===== src/rtl/updown_pkg.sv =====
// Shared types and constants for the up/down bounce counter family.
package updown_pkg;

  // Sequencer states: two stepping states plus a dwell state at each bound.
  typedef enum logic [1:0] {
    S_UP       = 2'd0,
    S_DOWN     = 2'd1,
    S_DWELL_HI = 2'd2,
    S_DWELL_LO = 2'd3
  } state_t;

  localparam logic MODE_BOUNCE = 1'b0;
  localparam logic MODE_WRAP   = 1'b1;

  localparam logic DIR_UP   = 1'b0;
  localparam logic DIR_DOWN = 1'b1;

  // Dwell counter width; DWELL is limited to 0..255.
  localparam int unsigned DWELL_W = 8;

endpackage


===== src/rtl/updown_step.sv =====
// Combinational next-count for one step: clamp-and-reverse in bounce mode,
// modular wraparound in wrap mode. hit_o flags a bound reversal (bounce)
// or a wraparound (wrap).
module updown_step
  import updown_pkg::*;
#(
  parameter int unsigned WIDTH = 4,
  parameter int unsigned MIN   = 0,
  parameter int unsigned MAX   = 15,
  parameter int unsigned STEP  = 1
) (
  input  logic [WIDTH-1:0] count_i,
  input  logic             dir_i,
  input  logic             mode_i,
  output logic [WIDTH-1:0] next_o,
  output logic             hit_o
);

  // One guard bit so count+STEP cannot overflow before the bound checks.
  localparam int unsigned EW = WIDTH + 1;
  localparam logic [EW-1:0] MIN_E  = EW'(MIN);
  localparam logic [EW-1:0] MAX_E  = EW'(MAX);
  localparam logic [EW-1:0] STEP_E = EW'(STEP);
  localparam logic [EW-1:0] ONE_E  = EW'(1);

  logic [EW-1:0] cur_e;
  logic [EW-1:0] up_e;
  logic [EW-1:0] dn_e;
  logic [EW-1:0] next_e;

  assign cur_e = {1'b0, count_i};
  assign up_e  = cur_e + STEP_E;
  assign dn_e  = cur_e - STEP_E;

  // Select the stepped value by mode and direction.
  always_comb begin
    next_e = cur_e;
    hit_o  = 1'b0;
    if (mode_i == MODE_WRAP) begin
      if (dir_i == DIR_UP) begin
        if (up_e > MAX_E) begin
          next_e = MIN_E + (up_e - MAX_E - ONE_E);
          hit_o  = 1'b1;
        end else begin
          next_e = up_e;
        end
      end else begin
        if (cur_e < MIN_E + STEP_E) begin
          next_e = MAX_E - (MIN_E + STEP_E - cur_e - ONE_E);
          hit_o  = 1'b1;
        end else begin
          next_e = dn_e;
        end
      end
    end else begin
      if (dir_i == DIR_UP) begin
        if (cur_e >= MAX_E) begin
          // Already at the top: the reversed step.
          next_e = MAX_E - STEP_E;
          hit_o  = 1'b1;
        end else if (up_e > MAX_E) begin
          next_e = MAX_E;
        end else begin
          next_e = up_e;
        end
      end else begin
        if (cur_e == MIN_E) begin
          next_e = MIN_E + STEP_E;
          hit_o  = 1'b1;
        end else if (cur_e < MIN_E + STEP_E) begin
          next_e = MIN_E;
        end else begin
          next_e = dn_e;
        end
      end
    end
  end

  assign next_o = WIDTH'(next_e);

endmodule


===== src/rtl/updown_bounce_counter.sv =====
// Parametrised up/down counter: bounce mode with optional dwell at the
// bounds, or wrap mode with externally requested direction.
module updown_bounce_counter
  import updown_pkg::*;
#(
  parameter int unsigned WIDTH = 4,
  parameter int unsigned MIN   = 0,
  parameter int unsigned MAX   = 15,
  parameter int unsigned STEP  = 1,
  parameter int unsigned DWELL = 0
) (
  input  logic             clk,
  input  logic             rst,
  input  logic             en,
  input  logic             mode,
  input  logic             dir_req,
  input  logic             load,
  input  logic [WIDTH-1:0] load_val,
  output logic [WIDTH-1:0] count,
  output logic             dir,
  output logic             at_min,
  output logic             at_max,
  output logic             turn,
  output logic             wrap
);

  localparam int unsigned   EW         = WIDTH + 1;
  localparam logic [WIDTH-1:0] MIN_W   = WIDTH'(MIN);
  localparam logic [WIDTH-1:0] MAX_W   = WIDTH'(MAX);
  localparam logic [EW-1:0] MIN_E      = EW'(MIN);
  localparam logic [EW-1:0] MAX_E      = EW'(MAX);
  localparam bit            HAS_DWELL  = (DWELL != 0);
  localparam logic [DWELL_W-1:0] DWELL_LAST = DWELL_W'(DWELL - 1);

  state_t               state_q, state_d;
  logic [WIDTH-1:0]     count_q, count_d;
  logic [DWELL_W-1:0]   dwell_q, dwell_d;
  logic                 dir_q, dir_d;
  logic                 turn_q, turn_d;
  logic                 wrap_q, wrap_d;

  logic                 step_dir;
  logic [WIDTH-1:0]     step_next;
  logic                 step_hit;
  logic [EW-1:0]        load_e;
  logic [EW-1:0]        lo_diff;
  logic [EW-1:0]        hi_diff;
  logic [WIDTH-1:0]     load_clamped;

  // Wrap mode steps in the requested direction; bounce follows the state.
  assign step_dir = (mode == MODE_WRAP) ? dir_req : dir_q;

  updown_step #(
    .WIDTH (WIDTH),
    .MIN   (MIN),
    .MAX   (MAX),
    .STEP  (STEP)
  ) u_step (
    .count_i (count_q),
    .dir_i   (step_dir),
    .mode_i  (mode),
    .next_o  (step_next),
    .hit_o   (step_hit)
  );

  // Clamp the load value; sign bit of the guarded difference gives the compare.
  assign load_e       = {1'b0, load_val};
  assign lo_diff      = load_e - MIN_E;
  assign hi_diff      = MAX_E - load_e;
  assign load_clamped = lo_diff[EW-1] ? MIN_W :
                        hi_diff[EW-1] ? MAX_W : load_val;

  // Next-state logic: load beats enable, enable beats hold.
  always_comb begin
    state_d = state_q;
    count_d = count_q;
    dwell_d = dwell_q;
    dir_d   = dir_q;
    turn_d  = 1'b0;
    wrap_d  = 1'b0;
    if (load) begin
      count_d = load_clamped;
      dwell_d = '0;
      if (mode == MODE_WRAP && dir_req == DIR_DOWN) begin
        state_d = S_DOWN;
        dir_d   = DIR_DOWN;
      end else begin
        state_d = S_UP;
        dir_d   = DIR_UP;
      end
    end else if (en) begin
      if (mode == MODE_WRAP) begin
        state_d = (dir_req == DIR_DOWN) ? S_DOWN : S_UP;
        dir_d   = dir_req;
        count_d = step_next;
        wrap_d  = step_hit;
        dwell_d = '0;
      end else begin
        case (state_q)
          S_UP: begin
            if (step_hit) begin
              dir_d  = DIR_DOWN;
              turn_d = 1'b1;
              if (HAS_DWELL) begin
                state_d = S_DWELL_HI;
                dwell_d = '0;
              end else begin
                state_d = S_DOWN;
                count_d = step_next;
              end
            end else begin
              count_d = step_next;
            end
          end
          S_DOWN: begin
            if (step_hit) begin
              dir_d  = DIR_UP;
              turn_d = 1'b1;
              if (HAS_DWELL) begin
                state_d = S_DWELL_LO;
                dwell_d = '0;
              end else begin
                state_d = S_UP;
                count_d = step_next;
              end
            end else begin
              count_d = step_next;
            end
          end
          S_DWELL_HI: begin
            if (dwell_q == DWELL_LAST) begin
              state_d = S_DOWN;
              count_d = step_next;
              dwell_d = '0;
            end else begin
              dwell_d = dwell_q + DWELL_W'(1);
            end
          end
          default: begin
            if (dwell_q == DWELL_LAST) begin
              state_d = S_UP;
              count_d = step_next;
              dwell_d = '0;
            end else begin
              dwell_d = dwell_q + DWELL_W'(1);
            end
          end
        endcase
      end
    end
  end

  // State and output registers.
  always_ff @(posedge clk or posedge rst) begin
    if (rst) begin
      state_q <= S_UP;
      count_q <= MIN_W;
      dwell_q <= '0;
      dir_q   <= DIR_UP;
      turn_q  <= 1'b0;
      wrap_q  <= 1'b0;
    end else begin
      state_q <= state_d;
      count_q <= count_d;
      dwell_q <= dwell_d;
      dir_q   <= dir_d;
      turn_q  <= turn_d;
      wrap_q  <= wrap_d;
    end
  end

  assign count  = count_q;
  assign dir    = dir_q;
  assign turn   = turn_q;
  assign wrap   = wrap_q;
  assign at_min = (count_q == MIN_W);
  assign at_max = (count_q == MAX_W);

endmodule

===== config.mk =====
export PLATFORM = sky130hd
export DESIGN_NAME = updown_bounce_counter
export DESIGN_NICKNAME = d
export VERILOG_FILES = /design/src/rtl/updown_pkg.sv /design/src/rtl/updown_step.sv /design/src/rtl/updown_bounce_counter.sv
export SDC_FILE = /design/constraint.sdc
export NUM_CORES = 1
export LEC_CHECK = 0
export ABC_AREA = 1
export CAP_MARGIN = 40
export CORE_AREA = 2 2 39 41
export CTS_BUF_LIST = sky130_fd_sc_hd__clkbuf_4 sky130_fd_sc_hd__clkbuf_8
export DETAILED_ROUTE_END_ITERATION = 7
export DIE_AREA = 0 0 41 43
export DONT_BUFFER_PORTS = 1
export SLEW_MARGIN = 20
export SYNTH_ARGS = -nofsm -noshare
export SYNTH_HDL_FRONTEND = slang
export SYNTH_SLANG_ARGS = --single-unit

===== constraint.sdc =====
create_clock -name clk -period 1.8 [get_ports clk]
set_input_delay 0.36 -clock clk [delete_from_list [all_inputs] [get_ports clk]]
set_output_delay 0.36 -clock clk [all_outputs]
set_load 0.02 [all_outputs]

==> qor.yml <==
finish:
  fin_nets: 120
  stdcell_area_sq_um: 703
  antenna_cells: 0
  synthToLayoutAreaGrowth_pct: 10.4
  nFillCells: 158
  drive_gt1_share_pct: 15.2
pwr:
  power_uw: 633
  vdd_drop_max_v: 0.000312
  leakage_nw: 0.396
  power_density_mw_per_mm2: 900
logic_synthesis:
  postSynthCellCount: 100
  ys_seq_area_share_pct: 27.5
  synth_cell_types: 19
  syn_area_sq_um: 637
  yosys_warnings: 0
  synth_edf_count: 0
  synth_ff_type: "dfrtp_1"
  syn_avg_cell_area_sq_um: 6.37
  synthTopCellsByCount: "nand2_1 (28), inv_1 (14), nand3_1 (9), a21oi_1 (8), dfrtp_1 (7)"
  yosysMostFrequentCell: "nand2_1"
  ys_top_cells_by_area: "dfrtp_1 (28%), nand2_1 (17%), inv_1 (8.3%)"
  synth.top_cell.area_share_pct: 27.5
  synthArstFlopShare_pct: 100
  ys_ff_latch: 7
  yosysTopAreaCell: "dfrtp_1"
  synth_fp_nets: 114
run_status:
  status: "finished clean"
drt:
  vias: 627
  drc: 0
  wl_um: 1420
  first_iter_violations: 15
  first_pass_iters: 4
  vias_per_cell: 5.18
  detail-route-antenna-nets: 0
  post_drt_wl_per_cell_um: 11.8
cts:
  cts.sink_count: 7
  cts_root_buffer: "clkbuf_4"
  clockBufferDepth: 2
  cts_buffers: 3
  hold_buffers: 1
  cts.htree.levels: 1
  cts_tree: "done"
  post-cts-setup-buffers: 0
  ctsResizeCount: 0
  clk_latency_ns: 0.25
  clk_pin_slew_ns: 0.05
floorplanning:
  die-area_sq_mm: 0.00176
  initial_core_util_pct: 46.0
  rows: 14
  die_w_um: 41
  dieHeight_um: 43
  core_sq_mm: 0.00138
  io_pins: 19
grt:
  grt_pass1_vias: 579
  grt_max_degree: 12
  grt_util_met2_pct: 25.9
  busiest_layer: "met1"
  use_met3_pct: 2.62
  grt.total_usage_pct: 18.7
  antenna_found_initial: 0
  grtUsageMet1_pct: 26.6
  overflow: 0
  grt_pass1_wl_um: 2280
critical_path:
  r2r_slack_ns: 0.24
  startpoint_type: "register"
  worstPathArrival_ns: 1.31
  crit_path_max_fanout: 6
  crit_chain: "inv_1 -> ha_1 -> nand2_1 -> inv_1"
  crit_path_end_kind: "output port"
  slowest_stage: "dfrtp_1"
  critPathMaxStageDelay_ns: 0.45
  setup.worst_path.class: "reg2out"
  crit_top_cell: "inv_1"
  worstPathRequired_ns: 1.44
hold_path:
  min_path_type: "in2reg"
timing:
  setup_viol: 0
  period_needed_ns: 1.67
  finalWorstSetupSlack_ns: 0.134
  finalHoldViolCount: 0
  worstMarginPinSlew_ns: 0.448
  drv_slew: 0
  fmax_ghz: 0.600
  fin_tns_setup_ns: 0
  post-route-period-util_pct: 92.5
  rsz0062_at_grt: "no"
  fin_skew_ns: 0.00516
  holdWs_ns: 0.251
  relSlewSlack_pct: 70.1
placed_design:
  place_congestion: 0.899
  dp_worst_setup_slack_ns: 0.230
  placed_area_sq_um: 663
  numPortBuffers: 0
  dp_hpwl_um: 1180
flow_run:
  max_cap_violations: 0
==> kinds of logic (layout without fill, tap and decap cells) <==
kind of cell,count (synthesis),in the layout,synth area share [%]
adder cells (fa/ha/maj),4,4,7.86
flip-flops,7,7,27.5
buffers and inverters,20,25,12.0
AO/OA/AOI/OAI,13,13,10.2
XOR/XNOR,2,2,2.75
AND/OR/NAND/NOR,54,54,39.7
==> cell type report <==
class                      count  area, sq um  area share (%)
multi-input combinational     73          385            54.8
timing repair buffer           3         25.0            3.56
clock buffer                   4         30.0            4.27
tap                           16         20.0            2.85
sequential                     7          175            24.9
inverter                      18         67.6            9.61
==> where the power goes <==
part	leakage (nW)	internal, mW	total [mW]	switching [mW]
Combinational	0.291	0.0886	0.242	0.154
Sequential	0.0872	0.178	0.233	0.0551
Clock	0.0184	0.0996	0.157	0.0573
Total	0.396	0.367	0.633	0.266
==> per-stage QoR <==
stage / util [%] / cells
3_5_place_dp: 47.9 / 116
5_1_grt: 50.8 / 121
2_1_floorplan: - / 100
3_3_place_gp: 47.9 / 116
4_1_cts: 50.8 / 121
6_report: 50.8 / 121
==> critical path: cells and delay by family, from the launching register on <==
kind	cells	cell delay, ns
adders and majority gates	1	0.21
buffers and inverters	2	0.27
DFF	1	0.45
and+or+nand+nor	1	0.13
==> final timing paths <==
kind                       startpoint        to  cells past startpoint
max in group asynchronous         rst      wrap                      2
min reg2reg                  count[0]  count[0]                      2
min                                en      turn                      2
min in group asynchronous         rst  count[3]                      2
max reg2reg                  count[0]  count[1]                     10
max                          count[0]    at_min                      4
==> sequential cells by signal, summed over array words and instances (netlist names) <==
register and count:
count 4, state_q 1, turn 1, wrap 1
==> metal layers <==
layer | vias to the layer above | share of wire, %
met1 | 280 | 48
met5 | - | 0
met2 | 21 | 44
met4 | 0 | 1.3
li1 | 324 | -
met3 | 2 | 6.3
==> layout by cell type, fill, tap and decap left out, drive strengths merged, types with 2 or more instances in the layout <==
| cell | n |
|---|---|
| nor3 | 3 |
| clkbuf | 4 |
| nand3 | 9 |
| o21ai | 5 |
| inv | 18 |
| nand2 | 30 |
| buf | 2 |
| ha | 4 |
| dfrtp | 7 |
| a21oi | 8 |
| nor2 | 9 |
| xor2 | 2 |
No activity file was read; power rests on OpenSTA's default activity.
==> RTL change: new RTL, same settings <==
`WIDTH` is set to 4 in 2 places; all go to 6.
--- a/src/rtl/updown_step.sv
+++ b/src/rtl/updown_step.sv
@@ -4,7 +4,7 @@
 module updown_step
   import updown_pkg::*;
 #(
-  parameter int unsigned WIDTH = 4,
+  parameter int unsigned WIDTH = 6,
   parameter int unsigned MIN   = 0,
   parameter int unsigned MAX   = 15,
   parameter int unsigned STEP  = 1
--- a/src/rtl/updown_bounce_counter.sv
+++ b/src/rtl/updown_bounce_counter.sv
@@ -3,7 +3,7 @@
 module updown_bounce_counter
   import updown_pkg::*;
 #(
-  parameter int unsigned WIDTH = 4,
+  parameter int unsigned WIDTH = 6,
   parameter int unsigned MIN   = 0,
   parameter int unsigned MAX   = 15,
   parameter int unsigned STEP  = 1,
Interface: changed (resized count and load_val); port bits go from 19 to 23. No check against the original RTL was run, so the function may have changed too.
==> RTL change against the unedited design <==
The run now ends with negative setup slack left. Sequential cell count increased by 2. Total power increased by 62%. Clock power increased by 20%. Routed wire length increased to 2.6 times the old value. Synthesized cell count increased by 38%. Worst setup slack got worse by 280 ps. Synthesized area increased by 48%. Largest cell class unchanged. Final area increased by 83%. Clock skew about the same. Count of clock-buffer cells in the layout unchanged. Via count increased by 99%.
==> RTL change: results (changes against the unedited design) <==
- The total leakage power came to 0.611 nW (+54%).
- The number of flip-flops in the largest register is 6 (+2).
- The parity-gate share of the synthesized area counting xor and xnor cells was 3.58% (+0.83 points).
- The number of detailed-routing iterations run before antenna repair is 5 (+1).
- The final reports fail on negative setup slack.
- Sorting the synthesized cells by area gives the leading types as sky130_fd_sc_hd__dfrtp_1 (24%), sky130_fd_sc_hd__nand2_1 (13%), sky130_fd_sc_hd__inv_1 (7.6%), sky130_fd_sc_hd__ha_1 (6.6%), sky130_fd_sc_hd__nand3_1 (5.8%).
- The worst ir drop on vdd is 0.597 mV (+91%).
- The standard cell area after detailed placement is 1150 um^2 (+74%).
- The highest fanout seen on the critical path is 5 (-1).
- The total negative slack is -346 ps (-346 ps).
- The sequential element share of the synthesized area is 23.9% (-3.6 points).
- The count of endpoints failing setup in the final report came to 6 (+6).
- The final HPWL from detailed placement was 2210 um (+88%).
- The pin count of the biggest net entering global routing is 11 (-1).
- The flow ran to the end, but the final reports show violations.
- After synthesis, the most frequently instantiated cells are sky130_fd_sc_hd__nand2_1 (32), sky130_fd_sc_hd__inv_1 (19), sky130_fd_sc_hd__nand3_1 (11), sky130_fd_sc_hd__o21ai_0 (11), sky130_fd_sc_hd__dfrtp_1 (9).
- The via count of the first global-routing pass came to 1063 (+84%).
- The number of violations reported at the end of detailed-routing iteration 0 is 127 (+112).
- The post-synthesis compound-gate area fraction is 18.4% (+8.2 points).
- The clock transition at the registers of the reported paths is 70 ps (+20 ps).
- The worst endpoint data arrival time is 2110 ps (+800 ps).
- The total wirelength of the detailed-routed design was 3650 um (+160%).
- The worst hold path begins at load.
- The final weighted congestion of routability-driven global placement came to 0.916 (+1.9%).
- The max-slew headroom at the worst pin was 71.0% (+0.91 points).
- The worst path setup slack after routing is -147 ps (-281 ps).
- The global-route wire length before repair is 4530 um (+99%).
- The share of post-route cells with drive strength above 1 is 43.1% (+28 points).
- The global router's overall resource usage came to 39.1% (+20 points).
- The share of synthesized cell area in full adder, half adder and majority cells came to 6.63% (-1.2 points).
- The clock insertion delay at the later pin of the skew report is 280 ps (+30 ps).
- The final net count was 185 (+54%).
- The number of inserted filler cells in the final layout is 54 (-66%).
- The detailed-route via count is 1249 (+99%).
RTL change: changes by cell type in the layout (fill, tap and decap cells not counted), moves of 3 or more:
cell / change
sky130_fd_sc_hd__nand2_2: +10
sky130_fd_sc_hd__dfrtp_1: -3
sky130_fd_sc_hd__nand3_2: +3
sky130_fd_sc_hd__a21oi_1: -4
sky130_fd_sc_hd__o21ai_0: +6
sky130_fd_sc_hd__ha_1: -3
sky130_fd_sc_hd__ha_4: +4
sky130_fd_sc_hd__nor3_1: -3
sky130_fd_sc_hd__dfrtp_2: +5
sky130_fd_sc_hd__buf_4: +25
RTL change: stage by stage:
step	std cells	util [%]	setup slack, ps	hold WS (ps)
floorplan	138	-	-55.7	188
global placement	172	83.4	18.7	227
detailed placement	172	83.4	-43.7	249
CTS	180	88.5	-43.4	169
global route	183	93.2	-195	145
finish	183	93.2	-147	154
RTL change: path summary, 6_finish.rpt:
check | end | slack (ps) | depth (start not counted)
worst min register to register | count[4] | 680 | 2
worst min-delay path | turn | 150 | 1
worst max-delay path | count[4] | -150 | 11
min in group asynchronous | wrap | 510 | 2
worst max register to register | count[4] | -150 | 11
max in group asynchronous | count[1] | 970 | 2
RTL change: area by class of cell:
cell class | instances | area (um^2) | share of cell area, %
multi-input combinational | 103 | 699 | 54.2
sequential | 9 | 231 | 17.9
timing repair buffer | 29 | 224 | 17.4
inverter | 22 | 85.1 | 6.60
clock buffer | 4 | 30.0 | 2.33
tap | 16 | 20.0 | 1.55
RTL change: where the power goes:
part           internal (mW)  switching, mW
Sequential             0.224         0.0428
Clock                  0.101         0.0867
Combinational          0.241          0.327
Total                  0.565          0.456
RTL change: what timing repair did:
action	CTS	global route
setup buffers	3	3
endpoints found under the setup margin	2	8
endpoints found under the hold margin	9	0
hold buffers	1	0
pin swaps	1	4
resized for setup	3	14
gates cloned	0	0
RTL change: critical path, stage by stage (launching register included):
cell,delay (ps)
sky130_fd_sc_hd__dfrtp_2,460
sky130_fd_sc_hd__inv_2,80
sky130_fd_sc_hd__ha_4,280
sky130_fd_sc_hd__inv_1,70
sky130_fd_sc_hd__nor2_2,120
sky130_fd_sc_hd__nand3_1,110
sky130_fd_sc_hd__nand3_2,120
sky130_fd_sc_hd__nand2_4,70
sky130_fd_sc_hd__ha_4,260
sky130_fd_sc_hd__o22ai_2,60
sky130_fd_sc_hd__o21ai_1,120
sky130_fd_sc_hd__o21ai_1,80
RTL change: cell families after synthesis:
family	after synthesis
xor gates and xnor gates	3
AOI/OAI and AO/OA	28
adders and majority gates	5
buffers and inverters	26
DFF	9
and+or+nand+nor	67
RTL change: routing by layer:
layer  global-route usage (%)  share of wire, %
met2                     59.1                48
met3                     14.1                12
met5                        0                 0
met4                     27.3               6.7
met1                     42.8                33
